### src/rtl/nibble_serial_add_sched.sv
// Two-requester WIDTH-bit adder that time-shares one 4-bit ripple stage,
// one nibble per cycle LSB first, with round-robin grant and a valid/ready response.

module full_adder (
    input  logic a,
    input  logic b,
    input  logic cin,
    output logic s,
    output logic cout
);
    assign s    = a ^ b ^ cin;
    assign cout = (a & b) | (cin & (a ^ b));
endmodule

module nibble_serial_add_sched #(
    parameter int WIDTH = 16
) (
    input  logic             clk,
    input  logic             rst,
    input  logic             req0_valid,
    output logic             req0_ready,
    input  logic [WIDTH-1:0] req0_a,
    input  logic [WIDTH-1:0] req0_b,
    input  logic             req0_cin,
    input  logic             req1_valid,
    output logic             req1_ready,
    input  logic [WIDTH-1:0] req1_a,
    input  logic [WIDTH-1:0] req1_b,
    input  logic             req1_cin,
    output logic             rsp_valid,
    input  logic             rsp_ready,
    output logic [WIDTH-1:0] rsp_sum,
    output logic             rsp_cout,
    output logic             rsp_id
);
    localparam int NIB = WIDTH / 4;
    localparam int CW  = (NIB > 1) ? $clog2(NIB) : 1;

    generate
        if (WIDTH < 4 || (WIDTH % 4) != 0) begin : g_bad_width
            $error("nibble_serial_add_sched: WIDTH must be a multiple of 4 and >= 4");
        end
    endgenerate

    typedef enum logic [1:0] {IDLE, RUN, DONE} state_t;

    state_t           state;
    logic             last_grant;
    logic             carry;
    logic [CW-1:0]    cnt;
    logic [WIDTH-1:0] a_sh;
    logic [WIDTH-1:0] b_sh;
    logic [WIDTH-1:0] res;
    logic [WIDTH-1:0] res_next;
    logic [3:0]       nib_sum;
    logic [4:0]       c;
    logic             winner;
    logic             accept;

    // winner is only meaningful when at least one request is valid
    always_comb begin
        winner     = (req0_valid & req1_valid) ? ~last_grant : ~req0_valid;
        req0_ready = (state == IDLE) & req0_valid & ~winner;
        req1_ready = (state == IDLE) & req1_valid & winner;
        accept     = req0_ready | req1_ready;
    end

    assign c[0] = carry;
    for (genvar i = 0; i < 4; i++) begin : g_fa
        full_adder u_fa (
            .a    (a_sh[i]),
            .b    (b_sh[i]),
            .cin  (c[i]),
            .s    (nib_sum[i]),
            .cout (c[i+1])
        );
    end

    // new nibble enters at the top so the LSB nibble ends at bit 0 after NIB steps
    always_comb begin
        res_next                = res >> 4;
        res_next[WIDTH-1 -: 4]  = nib_sum;
    end

    always_ff @(posedge clk) begin
        if (rst) begin
            state      <= IDLE;
            rsp_valid  <= 1'b0;
            rsp_sum    <= '0;
            rsp_cout   <= 1'b0;
            rsp_id     <= 1'b0;
            last_grant <= 1'b1;
            cnt        <= '0;
            carry      <= 1'b0;
            a_sh       <= '0;
            b_sh       <= '0;
            res        <= '0;
        end else begin
            case (state)
                IDLE: begin
                    if (accept) begin
                        a_sh       <= winner ? req1_a : req0_a;
                        b_sh       <= winner ? req1_b : req0_b;
                        carry      <= winner ? req1_cin : req0_cin;
                        rsp_id     <= winner;
                        last_grant <= winner;
                        cnt        <= '0;
                        state      <= RUN;
                    end
                end
                RUN: begin
                    a_sh  <= a_sh >> 4;
                    b_sh  <= b_sh >> 4;
                    res   <= res_next;
                    carry <= c[4];
                    cnt   <= cnt + CW'(1);
                    if (cnt == CW'(NIB - 1)) begin
                        rsp_sum   <= res_next;
                        rsp_cout  <= c[4];
                        rsp_valid <= 1'b1;
                        state     <= DONE;
                    end
                end
                DONE: begin
                    if (rsp_ready) begin
                        rsp_valid <= 1'b0;
                        state     <= IDLE;
                    end
                end
                default: state <= IDLE;
            endcase
        end
    end

endmodule

### config.mk
export PLATFORM = sky130hd
export DESIGN_NAME = nibble_serial_add_sched
export DESIGN_NICKNAME = d
export VERILOG_FILES = /design/src/rtl/nibble_serial_add_sched.sv
export SDC_FILE = /design/constraint.sdc
export NUM_CORES = 1
export LEC_CHECK = 0
export ABC_AREA = 1
export CAP_MARGIN = 20
export CORE_MARGIN = 2
export CORE_UTILIZATION = 53
export DETAILED_ROUTE_END_ITERATION = 10
export PLACE_DENSITY = 0.95
export SLEW_MARGIN = 40
export SYNTH_ARGS = -nofsm -noshare
export SYNTH_HDL_FRONTEND = slang
export SYNTH_HIERARCHICAL = 1
export SYNTH_SLANG_ARGS = --single-unit
### constraint.sdc
create_clock -name clk -period 4.7 [get_ports clk]
set_input_delay 0.705 -clock clk [delete_from_list [all_inputs] [get_ports clk]]
set_output_delay 0.705 -clock clk [all_outputs]
set_load 0.05 [all_outputs]
Yosys cells after proc, flatten, opt, wreduce, memory -nomap -nowiden
Cells that the tools add are included.
{ "word_totals": {"ff_bits": 73, "inputBits": 71, "elab_cells": 74} }
{ "op_classes": {"add_sub_neg": 1, "eq_ne": 6, "n_mux": 19, "n_bitwise": 29, "reduce_logical": 8} }
{ "op_table": {"columns": ["cell", "count"], "rows": [
  ["16-bit 2-to-1 mux", 4],
  ["16-bit one-hot mux with 2 select lines", 2],
  ["1-bit bitwise AND", 13],
  ["2-bit 2-to-1 mux", 4],
  ["1-bit bitwise XOR", 8],
  ["2-bit != test, second input constant", 3],
  ["2-bit one-hot mux with 3 select lines", 1],
  ["2-bit AND reduction", 3],
  ["3-bit AND reduction", 2],
  ["1-bit 2-to-1 mux", 5],
  ["1-bit OR", 5],
  ["2-bit equality test, second input constant", 2],
  ["1-bit one-hot mux with 2 select lines", 2],
  ["2-bit one-hot mux with 2 select lines", 1],
  ["2-bit nonzero test", 2],
  ["1-bit inverter", 3],
  ["2-bit by 1-bit adder with 2-bit output, second input constant", 1],
  ["2-bit by 1-bit equality test with 1-bit output, second input constant", 1],
  ["2-bit zero test", 1]
]} }

Logic depth before layout (Yosys ltp)
Gate-level depths: netlist (run 1).
{ "logic_depth": {"word_depth": 10, "mapped_depth": 9} }

By module
Netlist (run 1), hierarchy kept.
{ "modules_own_cells": {"columns": ["module", "instances", "cells_each", "area_each_um2", "seq_area_each_um2"], "rows": [
  ["nibble_serial_add_sched", 1, 541, 3459.6, 1381.3],
  ["full_adder", 4, 1, 20.0, 0.0]
]} }

Worst setup path after synthesis (run 1)
No wires, ideal clock.
{ "synth_timing": {"path_type": "input -> output", "from": "input req1_valid", "to": "output req0_ready", "arrival_time_ns": 1.803, "setup_slack_ns": 2.192, "path_stages": 4, "path_buffers": 1, "cell_sequence": "nand2_1 buf_2 nand2_2 nor2_1"} }
{ "synth_via": {"elab_chain_cells": 4} }
{ "synth_rtl": {"columns": ["item", "line", "rtl"], "rows": [
  ["start: declaration", "25", "input logic req1_valid,"],
  ["1-bit bitwise AND", "62", "winner = (req0_valid & req1_valid) ? ~last_grant : ~req0_valid;"],
  ["1-bit 2-to-1 mux", "62", null],
  ["1-bit inverter", "63", "req0_ready = (state == IDLE) & req0_valid & ~winner;"],
  ["1-bit bitwise AND", "63", null],
  ["end: declaration", "21", "output logic req0_ready,"]
]} }
No other way between the ends.

Worst setup path in the final report (run 1)
{ "layout_timing": {"from": "input req1_valid", "to": "output req1_ready"} }
{ "layout_via": {"elab_chain_cells": 3, "word_cells_on_any_way": 4} }
{ "layout_rtl": {"columns": ["item", "line", "rtl"], "rows": [
  ["1-bit bitwise AND", "62", null],
  ["1-bit 2-to-1 mux", "62", null],
  ["1-bit bitwise AND *", "64", "req1_ready = (state == IDLE) & req1_valid & winner;"],
  ["end: declaration", "26", "output logic req1_ready,"]
]} }
Mark *: on every way between the ends. The rest lies on a longest branch, timed or not.

==> results.rst, run 1 <==
.. list-table::
   :header-rows: 1

   * - Metric
     - Value
   * - Share of the clock period used by the worst path after layout
     - 0.770
   * - Number of distinct library cell variants in the gate-level netlist after synthesis
     - 21
   * - Global-route wire length before repair
     - 14,200 um
   * - Initial antenna violation count
     - 0
   * - Clock-pin slew of the registers on the worst-case setup and hold paths
     - 70 ps
   * - Cell-internal power
     - 0.943 mW
   * - Critical-path maximum fanout
     - 29
   * - Latest clock arrival within the worst-skew pair
     - 340 ps
   * - Total Die Area
     - 7350 sq um
   * - Failing checks
     - design-rule violations
   * - Worst-margin pin slew
     - 673 ps
   * - Die Ht
     - 85.7 um
   * - Worst setup path class
     - input port to primary output
   * - Placed Cells
     - 680
   * - Sequential share of power
     - 0.491
   * - Switching Fraction
     - 0.291
   * - Unrepaired setup endpoints after global routing
     - false
   * - Library cell used as clock root buffer
     - clkbuf_8
   * - Rows
     - 29
   * - Cell count after synthesis
     - 545
   * - Status
     - complete, but fails checks
   * - Half-perimeter wire length after detailed placement
     - 5890 um
   * - RePlAce Congestion
     - 0.794
   * - Average instance area after synthesis
     - 6.49 sq um
   * - Combinational share of power
     - 0.212
   * - Cell depth of the worst min-delay path
     - 2
   * - Max-capacitance violation count
     - 0
   * - Maximum number of pins on one net before global-route repair
     - 60
   * - Vias in the first global route
     - 3,352
   * - Leakage component of the power
     - 2.06 nW
   * - Clock Skews
     - 3.97 ps
   * - Total DRC errors in the routed layout
     - 7
   * - Clock tree from TritonCTS
     - built
   * - Final setup violation count
     - 0
   * - Area growth syn-to-layout
     - 27.6%
   * - Hold crit path type
     - flip-flop to flip-flop
   * - Power share of the clock group
     - 0.297
   * - Maximum number of buffers from clock root to sink
     - 2
   * - # Post-CTS Setup Buffers
     - 0
   * - CP arrival
     - 2910 ps
   * - Cell Count, Final, Fillers Out
     - 696
   * - Max-slew violations
     - 0
   * - Final antenna-violating net count
     - 0
   * - Switching power of the nets
     - 0.387 mW
   * - Cell at the slowest stage of the critical path
     - clkdlybuf4s50_1
   * - Clock sink count
     - 69
   * - Post-DR wirelength/cell
     - 12.1 um
   * - Top-level I/O count
     - 92
   * - Longest individual stage delay on the worst path
     - 800 ps
   * - Critical path capture point type
     - primary output
   * - Power per cell area
     - 295 nW/um^2
   * - Proportion of layout cells with a drive suffix above 1
     - 0.0420
   * - Startpoint kind of the worst setup timing path
     - input port
   * - Setup slack of the critical path after layout
     - 1080 ps
   * - Vias/cell
     - 5.17
   * - Number of buffers inserted for hold repair after clock tree synthesis
     - 0
   * - Nets
     - 690
   * - VDD IR max
     - 157 uV
   * - Area of the mapped netlist
     - 3540 sq um
   * - Die extent in x
     - 85.7 um
   * - CTS H-tree lvls
     - 3
   * - Cell-by-cell trace of the critical path
     - clkdlybuf4s50_1 > nor2_4 > nor2_4 > nand2_1 > inv_1 > clkdlybuf4s50_1
   * - Required time of the critical path
     - 3990 ps
   * - Final Routed Wirelength
     - 8400 um
   * - Worst slack at placement
     - 1090 ps
   * - Global-route usage over all layers
     - 0.239
   * - Post-layout total power
     - 1.33 mW
   * - Length in cells of the worst reg-to-reg path
     - 6
   * - Number of iterations in the first detailed-routing pass
     - 10
   * - Flip-flop and latch count after synthesis
     - 69
   * - Synthesized net count
     - 621
   * - Buffers added on ports
     - 91
   * - Sequential cell area fraction in the yosys report
     - 0.390
   * - Count of vias placed by the detailed router
     - 3,596
   * - Max transition margin
     - 0.552
   * - Most used cells in the layout excluding fill and tap cells
     - nand2_1, nor2_1, clkdlybuf4s50_1
   * - Count of cells resized by post-cts repair
     - 0
   * - Starting density of the core
     - 0.551
   * - Commonest non-fill, non-tap cell in the layout
     - nand2_1
   * - Number of buffers added by the clock tree synthesis step
     - 9
   * - Total congestion overflow
     - 0
   * - Aggregate negative setup slack
     - 0 ps
   * - Shortest period the worst path allows
     - 3620 ps
   * - Area of the core
     - 6420 sq um
   * - Final Core Density
     - 0.703
   * - Max Clock Freq
     - 276 MHz
   * - Endpoints failing hold
     - 0
   * - Number of DRC violations after detailed-routing iteration 0
     - 273
   * - Warning count from the yosys run
     - 6
   * - Antenna Diode Count
     - 0
-- power by group through the flow --
stage | Clock [mW] | Sequential [mW] | Combinational, mW
4_1_cts | 0.397 | 0.653 | 0.281
6_report | 0.395 | 0.653 | 0.282
5_1_grt | 0.428 | 0.658 | 0.317
2_1_floorplan | 0 | 0.663 | 0.188
3_5_place_dp | 0 | 0.665 | 0.278
3_3_place_gp | 0 | 0.663 | 0.268
-- cells in the mapped netlist --
master,n,share of area
nand2_1,146,0.15
nor2_1,102,0.11
dfxtp_1,69,0.39
a21oi_1,54,0.076
nand3_1,51,0.072
inv_1,47,0.050
clkbuf_1,18,0.019
o21ai_0,13,0.018
nand3b_1,8,0.017
buf_2,7,0.0099
buf_6,6,0.019
buf_4,5,0.011
fa_1,4,0.023
nand2_2,4,0.0071
nor2_4,3,0.0095
inv_2,2,0.0021
o211ai_1,2,0.0042
buf_1,1,0.0011
ha_1,1,0.0035
o21a_1,1,0.0021
o31ai_1,1,0.0021
-- path summary, 6_finish.rpt --
path	from	to	slack, ps
max	req1_valid	req1_ready	1080
min	rsp_sum[10]	rsp_sum[10]	460
max reg2reg	a_sh[0]	rsp_sum[15]	2320
min reg2reg	rsp_sum[10]	rsp_sum[10]	460
-- worst max-delay path, delay by kind of cell --
| family | cells | cell delay [ps] |
|---|---|---|
| buffers and inverters | 3 | 1440 |
| AND/OR/NAND/NOR | 3 | 770 |
-- cell families after synthesis --
group                      after synthesis  share of synthesized area
AOI/OAI and AO/OA                       71                      0.103
adders and majority gates                5                     0.0262
buffers and inverters                   86                      0.112
DFF                                     69                      0.390
and+or+nand+nor                        314                      0.369
-- state kept, by name, summed over array words and instances, names as in the netlist, 2 cells and up --
| signal | cells |
|---|---|
| a_sh | 16 |
| rsp_sum | 16 |
| res | 12 |
| b_sh | 16 |
| state | 2 |
| cnt | 2 |
-- area by class of cell --
class	instances	area [sq um]
Multi-Input combinational cell	390	1770
Tap cell	77	96.3
Fill cell	495	1910
Clock inverter	2	10.0
Clock buffer	14	143
Inverter	49	184
Sequential cell	69	1380
Timing Repair Buffer	95	936
-- per-layer routing --
layer | global-route usage | vias up | part of all wire
li1 | - | 1833 | -
met1 | 0.302 | 1593 | 0.42
met2 | 0.406 | 148 | 0.48
met3 | 0.0395 | 22 | 0.073
met4 | 0.0952 | 0 | 0.024
met5 | 0 | - | 0
-- metrics by stage --
step	cell area, sq um	hold WS [ps]
floorplan	3540	443
global placement	4360	449
detailed placement	4360	454
CTS	4520	464
global route	4520	483
finish	4520	463
(Power assumes the default switching activity.)
==> inputs of run 2 (changes only) <==
Settings changed: CORE_UTILIZATION 53 to 44, PLACE_DENSITY 0.95 to 0.88.
Clock period 4.7 ns to 3.3 ns, I/O delays scaled along.
==> run 2 against run 1 <==
- sequential share of layout area fell by 0.77 points
- sequential power rose by 43%
- highest routed layer unchanged
- clock power rose by 78%
- the run now ends clean
==> results.rst, run 2 (synthesized netlist as in run 1, its figures left out) <==
.. list-table::
   :header-rows: 1

   * - Metric
     - Value
   * - Commonest non-fill, non-tap cell in the layout
     - nand2_1
   * - RePlAce Congestion
     - 0.845
   * - Max-capacitance violation count
     - 0
   * - Clock-pin slew of the registers on the worst-case setup and hold paths
     - 70 ps
   * - Number of buffers added by the clock tree synthesis step
     - 9
   * - Max transition margin
     - 0.532
   * - Total congestion overflow
     - 0
   * - Clock tree from TritonCTS
     - built
   * - Shortest period the worst path allows
     - 2410 ps
   * - Proportion of layout cells with a drive suffix above 1
     - 0.0548
   * - Global-route wire length before repair
     - 14,400 um
   * - Share of the clock period used by the worst path after layout
     - 0.729
   * - CP arrival
     - 2680 ps
   * - CTS H-tree lvls
     - 3
   * - Buffers added on ports
     - 91
   * - Sequential standard cell area
     - 1380 sq um
   * - Largest registers
     - a_sh x16, b_sh x16, rsp_sum x16
   * - Half-perimeter wire length after detailed placement
     - 6170 um
   * - Antenna Diode Count
     - 0
   * - Required time of the critical path
     - 3570 ps
   * - Initial antenna violation count
     - 0
   * - Number of iterations in the first detailed-routing pass
     - 5
   * - Final antenna-violating net count
     - 0
   * - Top-level I/O count
     - 92
   * - Library cell used as clock root buffer
     - clkbuf_8
   * - Total Die Area
     - 8780 sq um
   * - Placed Cells
     - 706
   * - Cell Count, Final, Fillers Out
     - 722
   * - Number of DRC violations after detailed-routing iteration 0
     - 202
   * - Die Ht
     - 93.7 um
   * - Multi-input combinational cell area
     - 1770 sq um
   * - Maximum number of buffers from clock root to sink
     - 2
   * - Area of the core
     - 7770 sq um
   * - Number of buffers inserted for hold repair after clock tree synthesis
     - 0
   * - Max Clock Freq
     - 415 MHz
   * - Nets
     - 691
   * - Vias/cell
     - 4.89
   * - Status
     - completed
   * - Starting density of the core
     - 0.456
   * - Maximum number of pins on one net before global-route repair
     - 59
   * - Latest clock arrival within the worst-skew pair
     - 350 ps
   * - Leakage component of the power
     - 2.09 nW
   * - Worst setup path class
     - flip-flop to flip-flop
   * - Die extent in x
     - 93.7 um
   * - Most used cells in the layout excluding fill and tap cells
     - nand2_1, nor2_1, clkdlybuf4s50_1
   * - Worst-margin pin slew
     - 702 ps
   * - Post-DR wirelength/cell
     - 11.8 um
   * - Unrepaired setup endpoints after global routing
     - false
   * - Count of cells resized by post-cts repair
     - 0
   * - VDD IR max
     - 202 uV
   * - Vias in the first global route
     - 3,151
   * - Count of vias placed by the detailed router
     - 3,531
   * - Total DRC errors in the routed layout
     - 0
   * - Aggregate negative setup slack
     - 0 ps
   * - Power per cell area
     - 441 nW/um^2
   * - Rows
     - 32
   * - Final Routed Wirelength
     - 8540 um
   * - Max-slew violations
     - 0
   * - Global-route usage over all layers
     - 0.205
   * - Critical-path maximum fanout
     - 2
   * - Area growth syn-to-layout
     - 30.9%
   * - Clock Skews
     - 7.30 ps
   * - Endpoints failing hold
     - 0
   * - Critical path capture point type
     - flip-flop
   * - Final setup violation count
     - 0
   * - Layout filler cell count
     - 707
   * - Clock sink count
     - 69
   * - Hold crit path type
     - flip-flop to flip-flop
   * - Startpoint kind of the worst setup timing path
     - flip-flop
   * - # Post-CTS Setup Buffers
     - 0
[run 2: worst paths after layout]
kind / startpoint / to / slack [ps] / depth (start not counted)
worst max-delay path: a_sh[0] / rsp_sum[15] / 890 / 6
worst min-delay path: rsp_sum[10] / rsp_sum[10] / 470 / 2
worst max register to register: a_sh[0] / rsp_sum[15] / 890 / 6
worst min register to register: rsp_sum[10] / rsp_sum[10] / 470 / 2
[run 2: cell type report]
type,instances,share of cell area
clock buffers,11,0.0327
clock inverters,5,0.0127
inverters,49,0.0397
multi-input cells,390,0.381
repair buffers,96,0.208
flip-flops and latches,69,0.298
well taps,102,0.0276
[run 2: stage by stage]
stage                     power, mW  utilization  hold WS, ps  cell area, sq um  setup slack, ps
after floorplan                1.21            -          443              3540             1050
after global placement         1.34        0.569          449              4420              991
after detailed placement       1.35        0.569          455              4420              929
after CTS                      2.05        0.596          466              4630              903
after global routing           2.15        0.596          480              4630              800
final                          2.04        0.596          468              4630              893
[run 2: report_power, final]
group / internal (mW) / switching (mW)
clock network: 0.390 / 0.315
logic: 0.184 / 0.223
registers: 0.893 / 0.0383
total: 1.47 / 0.576
[run 2: layer usage]
layer / GRT usage / up-vias / wire, um
met5: 0 / - / 0
met4: 0.0773 / 0 / 112
met3: 0.0345 / 12 / 415
met2: 0.333 / 102 / 4130
met1: 0.273 / 1578 / 3880
li1: - / 1839 / -
[run 2: critical path, cell delays in order (launching register included)]
cell and delay, ps:
dfxtp_1 330, fa_1 440, fa_1 390, fa_1 390, fa_1 520, nand3_1 80, a21oi_1 180
==> inputs of run 3 (changes only) <==
Clock period 3.3 ns to 2 ns, I/O delays scaled along.
==> run 3 against run 2 <==
- the flow now finishes with violations (negative setup slack)
- die area unchanged
- clock skew barely moved
- critical path depth did not move
- first-iteration DRC count rose by 6.9%
- sequential power is 65% higher
- total power rose by 57%
- combinational power rose by 72%
- worst setup slack got worse by 1100 ps
- via count rose by 1.3%
- critical endpoint unchanged
==> results.rst, run 3 (synthesized netlist as in run 1, its figures left out) <==
.. list-table::
   :header-rows: 1

   * - Metric
     - Value
   * - Latest clock arrival within the worst-skew pair
     - 350 ps
   * - Starting density of the core
     - 0.456
   * - RePlAce Congestion
     - 0.825
   * - Max-slew violations
     - 0
   * - # Post-CTS Setup Buffers
     - 0
   * - Library cell used as clock root buffer
     - clkbuf_8
   * - Total DRC errors in the routed layout
     - 0
   * - Max-capacitance violation count
     - 0
   * - Required time of the critical path
     - 2270 ps
   * - Clock Skews
     - 7.54 ps
   * - Cell at the slowest stage of the critical path
     - fa_2
   * - Vias in the first global route
     - 3,224
   * - Area growth syn-to-layout
     - 32.3%
   * - Critical-path maximum fanout
     - 2
   * - Number of buffers added by the clock tree synthesis step
     - 9
   * - VDD IR max
     - 298 uV
   * - Number of iterations in the first detailed-routing pass
     - 5
   * - Clock sink count
     - 69
   * - Count of vias placed by the detailed router
     - 3,576
   * - Die Ht
     - 93.7 um
   * - Setup slack of the critical path after layout
     - -216 ps
   * - CP arrival
     - 2490 ps
   * - Combinational share of power
     - 0.219
   * - Max transition margin
     - 0.599
   * - Worst setup path class
     - flip-flop to flip-flop
   * - Clock tree from TritonCTS
     - built
   * - Status
     - complete, but fails checks
   * - Power per cell area
     - 683 nW/um^2
   * - CTS H-tree lvls
     - 3
   * - Cell-internal power
     - 2.28 mW
   * - Final Routed Wirelength
     - 8540 um
   * - Last element of the critical path
     - rsp_sum[15]
   * - Hold crit path type
     - flip-flop to flip-flop
   * - Rows
     - 32
   * - Area of the core
     - 7770 sq um
   * - Crit. Startpoint
     - a_sh[0]
   * - Final Core Density
     - 0.603
   * - Terminus of the critical flop-to-flop path
     - rsp_sum[15]
   * - Worst-margin pin slew
     - 601 ps
   * - Kind of cell with the highest combined delay on the critical path
     - adder cells
   * - Unrepaired setup endpoints after global routing
     - true
   * - Largest registers
     - a_sh x16, b_sh x16, rsp_sum x16
   * - Switching Fraction
     - 0.289
   * - Total Die Area
     - 8780 sq um
   * - Worst hold margin
     - 463 ps
   * - Switching power of the nets
     - 0.924 mW
   * - Half-perimeter wire length after detailed placement
     - 6180 um
   * - Maximum number of pins on one net before global-route repair
     - 59
   * - Leakage component of the power
     - 2.11 nW
   * - Critical Path Stages
     - 6
   * - Proportion of layout cells with a drive suffix above 1
     - 0.0689
   * - Length in cells of the worst reg-to-reg path
     - 6
   * - Failing checks
     - negative setup slack
   * - Antenna Diode Count
     - 0
   * - Clock-pin slew of the registers on the worst-case setup and hold paths
     - 70 ps
   * - Power share of the clock group
     - 0.300
   * - Number of buffers inserted for hold repair after clock tree synthesis
     - 0
   * - Global-route wire length before repair
     - 14,500 um
   * - Nets
     - 696
   * - Initial antenna violation count
     - 0
   * - Cell occurring most often along the worst timing path
     - fa_2
   * - Commonest non-fill, non-tap cell in the layout
     - nand2_1
   * - Die extent in x
     - 93.7 um
   * - Buffers added on ports
     - 91
   * - Share of the clock period used by the worst path after layout
     - 1.11
   * - Max Clock Freq
     - 451 MHz
   * - Shortest period the worst path allows
     - 2220 ps
   * - Post-DR wirelength/cell
     - 11.8 um
   * - Endpoints failing hold
     - 0
   * - Sequential share of power
     - 0.480
   * - Flop-to-flop setup slack
     - -220 ps
   * - Maximum number of buffers from clock root to sink
     - 2
   * - Startpoint kind of the worst setup timing path
     - flip-flop
   * - Vias/cell
     - 4.93
   * - Longest individual stage delay on the worst path
     - 550 ps
   * - Final antenna-violating net count
     - 0
   * - Startpoint of the worst register-to-register path
     - a_sh[0]
   * - Count of buffer and inverter cells on the critical path
     - 0
   * - Total congestion overflow
     - 0
   * - Final setup violation count
     - 4
   * - Aggregate negative setup slack
     - -493 ps
   * - Global-route usage over all layers
     - 0.208
   * - Cell-by-cell trace of the critical path
     - fa_2 > fa_2 > fa_2 > fa_2 > nand3_2 > a21oi_2
   * - Most used cells in the layout excluding fill and tap cells
     - nand2_1, nor2_1, clkdlybuf4s50_1
   * - Critical path capture point type
     - flip-flop
   * - Top-level I/O count
     - 92
   * - Number of DRC violations after detailed-routing iteration 0
     - 216
   * - Layout filler cell count
     - 676
## run 3: cell count changes in the layout (fill, tap and decap cells not counted), moves of 2 or more
cell / previous run / this run
fa_2: 0 / 4
buf_12: 2 / 6
clkinvlp_4: 2 / 0
clkbuf_1: 0 / 3
fa_1: 4 / 0
## run 3: area by class of cell
| type | count | area (sq um) | area share |
|---|---|---|---|
| Clock buffer | 13 | 149 | 0.0318 |
| Clock inverter | 2 | 10.0 | 0.00214 |
| Inverter | 49 | 184 | 0.0393 |
| Multi-Input combinational cell | 390 | 1780 | 0.381 |
| Sequential cell | 69 | 1380 | 0.295 |
| Tap cell | 102 | 128 | 0.0273 |
| Timing Repair Buffer | 101 | 1050 | 0.223 |
## run 3: tightest hold or removal path: stages, from the launching register on
cell     delay, ps
dfxtp_1        310
nand2_1         60
a21oi_1         50
## run 3: repair_timing
| action | in CTS | in global routing |
|---|---|---|
| setup endpoints to repair | 4 | 4 |
| pin swaps | 1 | 0 |
| hold endpoints to repair | 0 | 0 |
| gates cloned | 0 | 0 |
| gates resized for setup | 1 | 2 |
## run 3: power groups by stage
stage | clock network [mW] | registers [mW] | logic (mW)
final | 0.961 | 1.54 | 0.702
after global routing | 1.04 | 1.55 | 0.791
after CTS | 0.975 | 1.54 | 0.700
after detailed placement | 0 | 1.57 | 0.696
after global placement | 0 | 1.56 | 0.679
after floorplan | 0 | 1.56 | 0.444
## run 3: worst min path at each step
stage / depth (start not counted) / startpoint / slack (ps) / end
2_1_floorplan: 2 / cnt[1] / 440 / cnt[1]
3_3_place_gp: 2 / rsp_sum[6] / 450 / rsp_sum[6]
3_5_place_dp: 2 / rsp_sum[11] / 460 / rsp_sum[11]
4_1_cts: 4 / req0_valid / 460 / b_sh[12]
5_1_grt: 2 / rsp_sum[11] / 490 / rsp_sum[11]
6_report: 2 / rsp_sum[11] / 460 / rsp_sum[11]
## run 3: metal layers
metal | up-vias | share of wire | track usage
met3 | 15 | 0.078 | 0.0490
met1 | 1570 | 0.44 | 0.267
li1 | 1848 | - | -
met2 | 143 | 0.45 | 0.335
met5 | - | 0 | 0
met4 | 0 | 0.023 | 0.0845
## run 3: stage by stage
step / instances / setup WS [ps] / area, sq um / power, mW
3_3_place_gp: 711 / -143 / 4510 / 2.24
2_1_floorplan: 545 / -116 / 3550 / 2.00
5_1_grt: 726 / -260 / 4680 / 3.38
3_5_place_dp: 711 / -233 / 4510 / 2.26
4_1_cts: 726 / -215 / 4680 / 3.21
6_report: 726 / -216 / 4680 / 3.20
==> variant 1, RTL diff (config.mk and constraints of run 2) <==
The 3 states of `state_t` get a one-hot encoding in 3 bits.
--- a/src/rtl/nibble_serial_add_sched.sv
+++ b/src/rtl/nibble_serial_add_sched.sv
@@ -42,7 +42,7 @@
         end
     endgenerate
 
-    typedef enum logic [1:0] {IDLE, RUN, DONE} state_t;
+    typedef enum logic [2:0] {IDLE = 3'b001, RUN = 3'b010, DONE = 3'b100} state_t;
 
     state_t           state;
     logic             last_grant;
Formal check against the unedited RTL: same outputs for any inputs over 10 cycles, from zero or initial values and one cycle with rst high; not proved beyond that.
==> variant 1 against run 2 <==
- global-route usage is 0.90 points higher
- first-iteration DRC count increased by 31%
- cell area increased by 5.2%
- worst setup slack better by 11 ps
- non-clock buffer count grew 4
- total power is 23% higher
- critical path depth grew 2
- sequential cell count up 1
- wire length increased by 8.4%
- largest cell class unchanged
- via count is 7.1% higher
- area after synthesis increased by 4.5%
==> variant 1: results (changes against run 2) <==
run_status:
  status: "finished clean"
grt:
  grt_max_degree: 40  # -32%
  grt.total_usage: 0.214  # +0.00902
  grt_pass1_wl_um: 15300  # +6.2%
  grt_pass1_vias: 3455  # +9.6%
  met2_usage: 0.364  # +0.0303
  grtUsageMet1: 0.260  # -0.0131
synthesis:
  syn_inst: 577  # +5.9%
  synth_compound_area_frac: 0.0846  # -0.0186
  synthTopCellsByArea: "dfxtp_1, nand3_1, nand2_1"
  synth_cell_types: 22  # +4.8%
  synthAdderAreaFrac: 0.0250  # -0.00112
  synth_common_cells: "nand2_1, nand3_1, nor2_1"
  yosysWarnings: 6  # unchanged
  ys_seq_area_frac: 0.379  # -0.0114
  syn-num-nets: 653  # +5.2%
layout:
  nets: 724  # +4.8%
  final_layout_size_suffix_gt1_frac: 0.0551  # +0.000291
setup_path:
  critPathMaxStageDelay_ps: 440  # -80 ps
  critPathSlowestCell: "fa_1"
  cp.arrival_ps: 2640  # -40 ps
power_and_ir_drop:
  clock_power_share: 0.336  # -0.009
  seq_power_share: 0.399  # -0.057
  p_int_uw: 1740  # +19%
  total_leakage_power_uw: 0.00216  # +3.1%
  p_switching_uw: 765  # +33%
drt:
  wl_met2_um: 4430  # +7.3%
  wl_met3_um: 511  # +23%
  via_per_inst: 4.99  # +2.0%
  drt_iter0_drc: 264  # +31%
  dr_total_vias: 3781  # +7.1%
  wire_per_inst_um: 12.2  # +3.2%
placed_design:
  gp_congestion: 0.917  # +8.4%
  post-place-ws_ps: 918  # -10.6 ps
  dp.cells: 742  # +5.1%
  place_area_um2: 4620  # +4.5%
  dp_hpwl_um: 6600  # +7.1%
timing:
  max-slew-margin-rel: 0.540  # +0.00760
  final.setup_skew_ps: 1.99  # -5.31 ps
-- variant 1: path summary, 6_finish.rpt --
kind / slack (ps) / from / end / cells past startpoint
setup / recovery: 900 / a_sh[0] / carry / 8
hold / removal: 460 / rsp_valid / rsp_valid / 2
setup reg to reg: 900 / a_sh[0] / carry / 8
hold reg to reg: 460 / rsp_valid / rsp_valid / 2
-- variant 1: cell families after synthesis --
logic type / after synthesis
AO/OA/AOI/OAI: 62
adder cells (fa/ha/maj): 5
buffers and inverters: 101
flip-flops: 70
AND/OR/NAND/NOR: 339
-- variant 1: area by class of cell --
cell class / instances / area (um2)
inverters: 61 / 229
well taps: 105 / 131
fillers: 770 / 3300
multi-input cells: 406 / 1870
flip-flops and latches: 70 / 1400
clock inverters: 2 / 60.1
repair buffers: 100 / 986
clock buffers: 14 / 193
-- variant 1: worst max-delay path: cells and delay by family (launching register included) --
family	cells	cell delay [ps]
flip-flops	1	330
adder cells (fa/ha/maj)	4	1610
AND/OR/NAND/NOR	4	360
==> variant 2, RTL diff (settings of run 2) <==
Made on the original files. The parameter `WIDTH` goes from 16 to 64.
--- a/src/rtl/nibble_serial_add_sched.sv
+++ b/src/rtl/nibble_serial_add_sched.sv
@@ -13,7 +13,7 @@
 endmodule
 
 module nibble_serial_add_sched #(
-    parameter int WIDTH = 16
+    parameter int WIDTH = 64
 ) (
     input  logic             clk,
     input  logic             rst,
Ports: changed (5 resized); port bits go from 92 to 332. The function was not compared with the original's and may differ.
==> variant 2 against run 2 <==
- via count rose to 3.8 times the old value
- area after synthesis rose to 3.7 times the old value
- largest cell class unchanged
- sequential cell count grew 194
- critical path depth grew 1
- worst setup slack gained 30 ps
- first-iteration DRC count rose to 6.0 times the old value
- synthesized cell count rose to 3.8 times the old value
- wire length grew to 4.4 times the old value
- critical path type is now input pin to output pin
- total power rose to 3.8 times the old value
- count of clock-buffer cells in the layout increased by 27
- cell area grew to 3.7 times the old value
==> variant 2: results (changes against run 2) <==
clock_tree:
  cts_buffers: 27  # +18
  root_buffer: "clkbuf_16"
grt:
  met2_usage: 0.402  # +0.0689
  antenna_found_initial: 5  # +5
  grt_max_degree: 197  # +230%
  grt_pass1_vias: 12631  # +300%
  grt.total_usage: 0.235  # +0.0296
setup_path:
  crit_family: "buffers and inverters"
  critPathMaxStageDelay_ps: 580  # +60 ps
  critPathSlowestCell: "clkdlybuf4s50_1"
  critPathLaunch: "req1_valid"
layout:
  nets: 2588  # +270%
  top_regs: "a_sh x64, b_sh x64, rsp_sum x64"
power_and_ir_drop:
  vdd.ir_drop.worst_mv: 0.359  # +78%
  p_switching_uw: 2100  # +270%
  pg_clk_uw: 2790  # +300%
timing:
  whs_ps: 434  # -34.5 ps
worst_hold_path:
  hp-class: "input pin to flop"
drt:
  wl_met3_um: 2720  # +560%
  via_per_inst: 5.00  # +2.2%
  wl_met2_um: 18100  # +340%
  met1_length_um: 15600  # +300%
synthesis:
  syn-num-nets: 2362  # +280%
  ys_seq_area_frac: 0.407  # +0.0169
  synth_cell_types: 22  # +4.8%
  synthTopCellsByArea: "dfxtp_1, nand2_1, nor2_1"
placed_design:
  port_buffers: 331  # +260%
  dp_hpwl_um: 25700  # +320%
die:
  die_x_um: 175  # +87%
run_status:
  status: "finished clean"
-- variant 2: cell count changes in the layout (fill, tap and decap cells not counted), sizes merged, moves of 3 or more --
cell / before / now
nand2: 150 / 630
nand3: 51 / 134
a21oi: 54 / 200
clkdlybuf4s50: 88 / 327
diode: 0 / 3
inv: 49 / 145
buf: 8 / 21
clkbuf: 11 / 38
dfxtp: 69 / 263
a211oi: 0 / 4
o21ai: 13 / 66
nor2: 105 / 486
-- variant 2: area by class of cell --
cell class | count | area, um2
diodes | 3 | 7.51
flip-flops and latches | 263 | 5270
inverters | 143 | 544
fillers | 2609 | 11700
clock inverters | 3 | 47.5
repair buffers | 348 | 3610
clock buffers | 38 | 737
well taps | 384 | 480
multi-input cells | 1537 | 6440
-- variant 2: stage by stage --
stage | total power, uW | utilization
final | 7760 | 0.594
after global routing | 8160 | 0.594
after CTS | 7800 | 0.592
after detailed placement | 5020 | 0.565
after global placement | 4980 | 0.565
after floorplan | 4450 | -
